File: src/rtl/pipe_stage_reg.sv
`default_nettype none
// ============================================================================
// Module   : pipe_stage_reg
// Brief    : Two-entry skid-buffered pipeline register with stall, flush and
//            a wrapping completed-transfer counter.
// Revision : 1.0 - initial release
// ============================================================================
module pipe_stage_reg #(
  parameter int DATA_W = 128,
  parameter int CNT_W  = 16
) (
  input  logic              CLK,
  input  logic              RESETn,
  input  logic              Stall,
  input  logic              Flush,
  input  logic              in_valid,
  input  logic [DATA_W-1:0] in_data,
  output logic              in_ready,
  output logic              out_valid,
  output logic [DATA_W-1:0] out_data,
  input  logic              out_ready,
  output logic [1:0]        occupancy,
  output logic [CNT_W-1:0]  xfer_count
);

  typedef enum logic [1:0] {
    S_EMPTY = 2'd0,
    S_ONE   = 2'd1,
    S_FULL  = 2'd2
  } state_t;

  state_t            state_q;
  logic              out_valid_q;
  logic [DATA_W-1:0] main_q;
  logic [DATA_W-1:0] skid_q;
  logic [CNT_W-1:0]  cnt_q;

  logic              w_push;
  logic              w_pop;

  // Stall and Flush gate both handshakes, so the FSM below never needs to
  // look at Stall directly.
  assign in_ready = !Stall && !Flush && (state_q != S_FULL);
  assign w_push   = in_valid && in_ready;
  assign w_pop    = out_valid_q && out_ready && !Stall && !Flush;

  always_ff @(posedge CLK or negedge RESETn) begin
    if (!RESETn) begin
      state_q     <= S_EMPTY;
      out_valid_q <= 1'b0;
      main_q      <= '0;
      skid_q      <= '0;
      cnt_q       <= '0;
    end else if (Flush) begin
      // Payload registers keep their contents; only occupancy is discarded.
      state_q     <= S_EMPTY;
      out_valid_q <= 1'b0;
    end else begin
      if (w_pop) begin
        cnt_q <= cnt_q + CNT_W'(1);
      end
      case (state_q)
        S_EMPTY: begin
          if (w_push) begin
            main_q      <= in_data;
            state_q     <= S_ONE;
            out_valid_q <= 1'b1;
          end
        end
        S_ONE: begin
          if (w_push && w_pop) begin
            main_q <= in_data;
          end else if (w_push) begin
            skid_q  <= in_data;
            state_q <= S_FULL;
          end else if (w_pop) begin
            state_q     <= S_EMPTY;
            out_valid_q <= 1'b0;
          end
        end
        S_FULL: begin
          if (w_pop) begin
            main_q  <= skid_q;
            state_q <= S_ONE;
          end
        end
        default: begin
          state_q     <= S_EMPTY;
          out_valid_q <= 1'b0;
        end
      endcase
    end
  end

  assign out_valid  = out_valid_q;
  assign out_data   = main_q;
  assign occupancy  = state_q;
  assign xfer_count = cnt_q;

endmodule
`default_nettype wire

File: config.mk
export PLATFORM = sky130hd
export DESIGN_NAME = pipe_stage_reg
export DESIGN_NICKNAME = d
export VERILOG_FILES = /design/src/rtl/pipe_stage_reg.sv
export SDC_FILE = /design/constraint.sdc
export NUM_CORES = 1
export LEC_CHECK = 0
export CORE_MARGIN = 5
export CORE_UTILIZATION = 42
export DETAILED_ROUTE_END_ITERATION = 7
export GPL_ROUTABILITY_DRIVEN = 1
export GPL_TIMING_DRIVEN = 0
export PLACE_DENSITY_LB_ADDON = 0.25
export SETUP_SLACK_MARGIN = 0.2
export SLEW_MARGIN = 30
export SYNTH_ARGS = -nofsm -noshare
export SYNTH_HDL_FRONTEND = slang
export SYNTH_SLANG_ARGS = --single-unit
File: constraint.sdc
create_clock -name CLK -period 2.77 [get_ports CLK]
set_input_delay 0.554 -clock CLK [delete_from_list [all_inputs] [get_ports CLK]]
set_output_delay 0.554 -clock CLK [all_outputs]
set_load 0.03 [all_outputs]
==> reports/qor.json, run 1 <==
{
  "result_of_the_run": {"value": "finished clean"},
  "critPathArrivalTime": {"value": 1880, "unit": "ps"},
  "cp_data_required_time": {"value": 2220, "unit": "ps"},
  "hold_path_class": {"value": "in -> reg"},
  "area_delta_synth_final": {"value": 36.9, "unit": "%"},
  "setup_repair_after_global_routing_missed_its_margin": {"value": "false"},
  "grt_pass1_wl": {"value": 48400, "unit": "um"},
  "layout.cell_area.non_filler": {"value": 0.0168, "unit": "mm2"},
  "max-slew-margin-rel": {"value": 65.0, "unit": "%"},
  "internal_power": {"value": 9010, "unit": "uW"},
  "finalClockSkew": {"value": 10.2, "unit": "ps"},
  "grt_start_max_net_pins": {"value": 85},
  "htree_num_levels": {"value": 1},
  "mostFrequentLayoutCells": {"value": "clkdlybuf4s50_1 (278), dfrtp_1 (273), nor2_1 (131), a21oi_1 (131), mux2i_1 (128)"},
  "cts_num_sinks": {"value": 275},
  "worst_ir_drop_vdd": {"value": 0.494, "unit": "mV"},
  "globalRoute.totalOverflow": {"value": 0},
  "grt_antenna_before_repair": {"value": 3},
  "timing.final.ws_setup": {"value": 340, "unit": "ps"},
  "placed_area": {"value": 0.0156, "unit": "mm2"},
  "synth_nets": {"value": 1045},
  "netlist_instances": {"value": 910},
  "switching_share": {"value": 29.1, "unit": "%"},
  "grt_usage": {"value": 17.9, "unit": "%"},
  "floorplan.die.width": {"value": 181, "unit": "um"},
  "die_y": {"value": 181, "unit": "um"},
  "syn_area_per_cell": {"value": 13.5, "unit": "um2"},
  "max_freq": {"value": 412, "unit": "MHz"},
  "power.net_switching": {"value": 3700, "unit": "uW"},
  "worst_slew_pin_slew": {"value": 526, "unit": "ps"},
  "place_worst_setup_slack": {"value": -72.4, "unit": "ps"},
  "start_util": {"value": 42.6, "unit": "%"},
  "maxCapViolations": {"value": 0},
  "leakagePower": {"value": 0.00746, "unit": "uW"},
  "worst_setup_hold_path_clk_slew": {"value": 60, "unit": "ps"},
  "detailed_placement_wirelength_estimate": {"value": 20800, "unit": "um"},
  "clockPowerShare": {"value": 33.4, "unit": "%"},
  "first_pass_iters": {"value": 4},
  "clock_insertion_delay_at_the_later_pin_of_the_skew_report": {"value": 540, "unit": "ps"},
  "viasPerCell": {"value": 4.91},
  "final_common_cell": {"value": "clkdlybuf4s50_1"},
  "final_layout_size_suffix_gt1_share": {"value": 20.1, "unit": "%"},
  "hold_viol": {"value": 0},
  "route.vias.total": {"value": 8039},
  "critPathMaxFanout": {"value": 10},
  "synth-warning-count": {"value": 0},
  "timing.critical_path.from_type": {"value": "register"},
  "pin_count": {"value": 282},
  "clock-root-buffer": {"value": "clkbuf_16"},
  "mappedNetlistArea": {"value": 0.0122, "unit": "mm2"},
  "drt-wirelength-per-cell": {"value": 18.7, "unit": "um"},
  "detail-route-antenna-nets": {"value": 0},
  "finalNetCount": {"value": 1367},
  "num-fill-cells": {"value": 2370},
  "drt_iter0_markers": {"value": 382},
  "finalWirelength": {"value": 30600, "unit": "um"},
  "core_area": {"value": 0.0287, "unit": "mm2"},
  "power_frac_comb": {"value": 25.5, "unit": "%"},
  "clockBufferDepth": {"value": 3},
  "power.share.sequential": {"value": 41.1, "unit": "%"},
  "drv_slew": {"value": 0},
  "port_buffer_count": {"value": 280},
  "synth_sequential_area_ratio": {"value": 56.2, "unit": "%"},
  "finalWorstPathRequiredPeriod": {"value": 2430, "unit": "ps"},
  "layout_worst_path_cycle_share": {"value": 87.7, "unit": "%"},
  "synth.distinct_cells": {"value": 34},
  "finish.utilization": {"value": 58.4, "unit": "%"},
  "crit_type": {"value": "reg -> out"},
  "power_dens_cells": {"value": 758, "unit": "mW/mm2"},
  "hold-worst-slack": {"value": 216, "unit": "ps"},
  "floorplan.rows": {"value": 62},
  "die_area": {"value": 0.0327, "unit": "mm2"},
  "r2r_slack": {"value": 820, "unit": "ps"},
  "route.detailed.drc": {"value": 0},
  "fin_tns_setup": {"value": 0, "unit": "ps"},
  "tritoncts": {"value": "built"},
  "cts_made_buffers": {"value": 31},
  "vias_in_the_first_global_route": {"value": 8465},
  "finalSetupViolCount": {"value": 0},
  "timing.critical_path.to_type": {"value": "output port"},
  "place_congestion": {"value": 0.769},
  "yosys_register_bits": {"value": 275}
}
worst max-delay path: stages (launching register included):
cell and delay [ps]:
dfrtp_2 400, nor2b_1 130, buf_4 160, buf_8 160, buf_8 160, nor3_1 140
buf_4 200
stage by stage:
stage,power [uW],std cells
after floorplan,7040,910
after global placement,8460,1574
after detailed placement,8530,1578
after CTS,12900,1633
after global routing,13300,1638
final,12700,1638
path summary, 6_finish.rpt:
path                                        to  cells past startpoint           start
min in group asynchronous         out_data[59]                      2          RESETn
worst min-delay path              occupancy[0]                      2           Flush
worst max-delay path                  in_ready                      6    occupancy[1]
worst min register to register  xfer_count[15]                      1  xfer_count[15]
max in group asynchronous         occupancy[0]                      4          RESETn
worst max register to register   out_data[113]                      7    occupancy[1]
state kept, by name, summed over array words and instances, names as in the netlist:
name,count
out_valid,1
xfer_count,16
out_data,128
skid_q,128
occupancy,2
layout make-up:
| cell class | instances | area (um2) | area share, % |
|---|---|---|---|
| antenna | 2 | 5.00 | 0.0299 |
| tap | 384 | 480 | 2.87 |
| clock inverter | 6 | 130 | 0.776 |
| multi-input combinational | 572 | 4750 | 28.4 |
| buffer | 63 | 627 | 3.74 |
| clock buffer | 47 | 926 | 5.52 |
| timing repair buffer | 289 | 2960 | 17.6 |
| sequential | 275 | 6880 | 41.1 |
cell usage after synthesis:
cell type / n / share of area [%]
a211oi_1: 1 / 0.061
a21bo_2: 1 / 0.082
a21o_1: 1 / 0.061
a21oi_1: 131 / 5.4
a22o_4: 1 / 0.14
a31oi_1: 2 / 0.10
and2_1: 1 / 0.051
and3_1: 2 / 0.10
and3b_1: 1 / 0.072
and4_1: 3 / 0.21
and4bb_2: 1 / 0.10
buf_12: 11 / 1.8
buf_2: 28 / 1.1
buf_4: 1 / 0.061
buf_6: 20 / 1.8
clkbuf_1: 3 / 0.092
dfrtp_1: 275 / 56
ha_1: 1 / 0.10
mux2_2: 9 / 0.83
mux2_4: 120 / 15
mux2i_1: 128 / 10
nand2_1: 4 / 0.12
nand2b_1: 1 / 0.051
nand3_1: 5 / 0.20
nand3_4: 1 / 0.14
nand4_1: 6 / 0.31
nor2_1: 131 / 4.0
nor2b_1: 1 / 0.051
nor3_1: 2 / 0.082
nor4b_1: 1 / 0.072
nor4b_4: 1 / 0.19
o31ai_1: 1 / 0.061
xnor2_1: 14 / 1.0
xor2_1: 1 / 0.072
power by group through the flow:
stage	Clock (uW)	Sequential (uW)	Combinational, uW
after floorplan	0	6030	1010
after detailed placement	0	5270	3260
after global routing	4500	5310	3440
final	4240	5220	3240
after global placement	0	5270	3190
after CTS	4350	5220	3280
cell families (layout without fill, tap and decap cells):
logic type	count (synthesis)	in the layout	synth area share, %
other	0	2	0
xor gates and xnor gates	15	15	1.07
buffers and inverters	63	405	4.94
and+or+nand+nor	161	161	5.79
adders and majority gates	1	1	0.102
DFF	275	275	56.2
AOI/OAI and AO/OA	138	138	5.87
muxes	257	257	26.0
metal layers:
metal | GRT usage, % | part of all wire (%)
met5 | 0 | 0.042
met4 | 4.45 | 2.3
met3 | 4.28 | 6.3
met1 | 24.7 | 44
met2 | 28.7 | 47
timing repair:
| item | in CTS | in global routing |
|---|---|---|
| hold buffers | 1 | 0 |
| gates resized for setup | 15 | 1 |
| endpoints found under the hold margin | 1 | 0 |
| buffers inserted | 1 | 3 |
| endpoints found under the setup margin | 1 | 1 |
No activity file was read; power rests on OpenSTA's default activity.
==> run 2, diff against run 1 <==
--- a/config.mk
+++ b/config.mk
@@ -11,6 +11,7 @@
 export GPL_ROUTABILITY_DRIVEN = 1
 export GPL_TIMING_DRIVEN = 0
 export PLACE_DENSITY_LB_ADDON = 0.25
+export REMOVE_ABC_BUFFERS = 1
 export SETUP_SLACK_MARGIN = 0.2
 export SLEW_MARGIN = 30
 export SYNTH_ARGS = -nofsm -noshare
==> run 2 against run 1 <==
Global-route usage fell by 0.79 points. Clock power decreased by 2%. Critical path depth increased by 1. Sequential cell count unchanged. Sequential power about the same. First-iteration DRC count down 21%. Worst setup slack got worse by 28 ps. Clock skew fell by 0.82 ps. Critical path type is now in -> reg. Largest power group unchanged. Highest routed layer is now met4.
==> reports/qor.json, run 2 (same netlist as run 1, synthesis figures left out) <==
{
  "result_of_the_run": {"value": "finished clean"},
  "layout_worst_path_cycle_share": {"value": 88.7, "unit": "%", "change": "+1.0 points"},
  "place_congestion": {"value": 0.713, "change": "-7.2%"},
  "drt-wirelength-per-cell": {"value": 17.7, "unit": "um", "change": "-5.3%"},
  "grt_usage": {"value": 17.1, "unit": "%", "change": "-0.79 points"},
  "met3_length": {"value": 2240, "unit": "um", "change": "+16%"},
  "leakagePower": {"value": 0.00723, "unit": "uW", "change": "-3.1%"},
  "pin_count": {"value": 282, "change": "unchanged"},
  "critPathArrivalTime": {"value": 2910, "unit": "ps", "change": "+1030 ps"},
  "grt_pass1_wl": {"value": 46800, "unit": "um", "change": "-3.3%"},
  "first_pass_iters": {"value": 4, "change": "unchanged"},
  "hold_path_class": {"value": "reg -> reg"},
  "clock-root-buffer": {"value": "clkbuf_16"},
  "route.vias.total": {"value": 7895, "change": "-1.8%"},
  "grt_antenna_before_repair": {"value": 0, "change": "-3"},
  "worst_ir_drop_vdd": {"value": 0.541, "unit": "mV", "change": "+9.6%"},
  "setup_repair_after_global_routing_missed_its_margin": {"value": "false"},
  "hold_viol": {"value": 0, "change": "unchanged"},
  "drt_iter0_markers": {"value": 302, "change": "-21%"},
  "final_common_cell": {"value": "clkdlybuf4s50_1"},
  "cts_made_buffers": {"value": 31, "change": "unchanged"},
  "finalNetCount": {"value": 1323, "change": "-3.2%"},
  "timing.critical_path.from_type": {"value": "input port"},
  "mostFrequentLayoutCells": {"value": "clkdlybuf4s50_1 (279), dfrtp_1 (274), nor2_1 (131), a21oi_1 (131), mux2i_1 (128)"},
  "finalClockSkew": {"value": 9.40, "unit": "ps", "change": "-0.822 ps"},
  "final_layout_size_suffix_gt1_share": {"value": 18.1, "unit": "%", "change": "-2.1 points"},
  "crit_path_start": {"value": "Flush"},
  "htree_num_levels": {"value": 1, "change": "unchanged"},
  "area_delta_synth_final": {"value": 35.0, "unit": "%"},
  "detail-route-antenna-nets": {"value": 0, "change": "unchanged"},
  "worstHoldStart": {"value": "xfer_count[15]"},
  "placed_area": {"value": 0.0154, "unit": "mm2", "change": "-1.4%"},
  "top_layer_used": {"value": "met4"},
  "critPathMaxFanout": {"value": 62, "change": "+52"},
  "finalWorstPathRequiredPeriod": {"value": 2460, "unit": "ps", "change": "+27.8 ps"},
  "finish.utilization": {"value": 57.6, "unit": "%", "change": "-0.81 points"},
  "layout.cell_area.non_filler": {"value": 0.0165, "unit": "mm2", "change": "-1.4%"},
  "cts_num_sinks": {"value": 275, "change": "unchanged"},
  "r2r_slack": {"value": 390, "unit": "ps", "change": "-430 ps"},
  "viasPerCell": {"value": 4.95, "change": "+0.79%"},
  "floorplan.rows": {"value": 62, "change": "unchanged"},
  "crit_type": {"value": "in -> reg"},
  "route.detailed.drc": {"value": 0, "change": "unchanged"},
  "cp_data_required_time": {"value": 3220, "unit": "ps", "change": "+1000 ps"},
  "num_antenna_cells": {"value": 0, "change": "-2"},
  "detailed_placement_wirelength_estimate": {"value": 18400, "unit": "um", "change": "-11%"},
  "finalWirelength": {"value": 28300, "unit": "um", "change": "-7.7%"},
  "grt_start_max_net_pins": {"value": 84, "change": "-1.2%"},
  "die_area": {"value": 0.0327, "unit": "mm2", "change": "unchanged"},
  "r2r_start": {"value": "occupancy[1]"},
  "dr_wl_met2": {"value": 12900, "unit": "um", "change": "-9.9%"},
  "die_y": {"value": 181, "unit": "um", "change": "unchanged"},
  "wl_met1": {"value": 12500, "unit": "um", "change": "-8.1%"},
  "clockBufferDepth": {"value": 3, "change": "unchanged"},
  "tritoncts": {"value": "built"},
  "port_buffer_count": {"value": 281, "change": "+0.36%"},
  "worst_setup_hold_path_clk_slew": {"value": 60, "unit": "ps", "change": "about the same"},
  "globalRoute.totalOverflow": {"value": 0, "change": "unchanged"},
  "num-fill-cells": {"value": 2353, "change": "-0.72%"},
  "maxCapViolations": {"value": 0, "change": "unchanged"},
  "timing.critical_path.to_type": {"value": "register"},
  "drv_slew": {"value": 0, "change": "unchanged"},
  "max_freq": {"value": 407, "unit": "MHz", "change": "-1.1%"},
  "floorplan.die.width": {"value": 181, "unit": "um", "change": "unchanged"},
  "power_dens_cells": {"value": 761, "unit": "mW/mm2", "change": "+0.32%"},
  "clock_insertion_delay_at_the_later_pin_of_the_skew_report": {"value": 540, "unit": "ps", "change": "about the same"},
  "max-slew-margin-rel": {"value": 64.3, "unit": "%", "change": "-0.64 points"},
  "vias_in_the_first_global_route": {"value": 8413, "change": "-0.61%"},
  "finalSetupViolCount": {"value": 0, "change": "unchanged"},
  "worst_slew_pin_slew": {"value": 535, "unit": "ps", "change": "+9.01 ps"},
  "core_area": {"value": 0.0287, "unit": "mm2", "change": "unchanged"},
  "start_util": {"value": 42.6, "unit": "%", "change": "unchanged"}
}
run 2: final cells by class:
type | count | area (um2) | area share, %
sequential | 275 | 6880 | 41.6
clock buffer | 35 | 821 | 4.97
multi-input combinational | 574 | 4780 | 28.9
timing repair buffer | 306 | 3340 | 20.2
tap | 384 | 480 | 2.91
clock inverter | 22 | 225 | 1.36
run 2: path summary, 6_finish.rpt:
kind | endpoint | cells past startpoint
max | out_data[104] | 7
min | xfer_count[15] | 1
max reg2reg | out_data[104] | 7
min reg2reg | xfer_count[15] | 1
max in group asynchronous | skid_q[50] | 4
min in group asynchronous | xfer_count[11] | 2
run 2: critical path, stage by stage:
cell and delay (ps):
clkdlybuf4s50_1 590, and4bb_2 550, a22o_4 400, buf_16 290
buf_16 270, nor2_1 60, a21oi_1 140
run 2: metrics by stage:
step | setup TNS [ps] | worst slack (ps) | total power, uW | hold WS, ps | std cells
5_1_grt | 0 | 202 | 13200 | 496 | 1596
6_report | 0 | 312 | 12600 | 468 | 1596
3_5_place_dp | -69270 | -563 | 8480 | 470 | 1532
2_1_floorplan | -1161840 | -8320 | 7020 | 258 | 847
3_3_place_gp | -5013450 | -12900 | 8430 | 466 | 1512
4_1_cts | 0 | 271 | 12700 | 478 | 1595
run 2: repair_timing:
action,CTS,global route
endpoints found under the setup margin,118,20
hold endpoints to repair,50,0
gates cloned,2,0
hold buffers,1,0
buffers inserted,3,1
resized for setup,2,1
pin swaps,1,1
run 2: where the power goes:
| part | total (uW) | switching, uW | leakage, uW | internal [uW] |
|---|---|---|---|---|
| Clock | 4160 | 1670 | 0.000521 | 2500 |
| Sequential | 5200 | 429 | 0.00336 | 4770 |
| Combinational | 3210 | 1630 | 0.00334 | 1580 |
run 2: metal layers:
metal / vias up / GRT usage (%)
met5: - / 0
met4: 0 / 3.72
met3: 43 / 5.67
met2: 207 / 26.9
met1: 3907 / 23.3
li1: 3738 / -
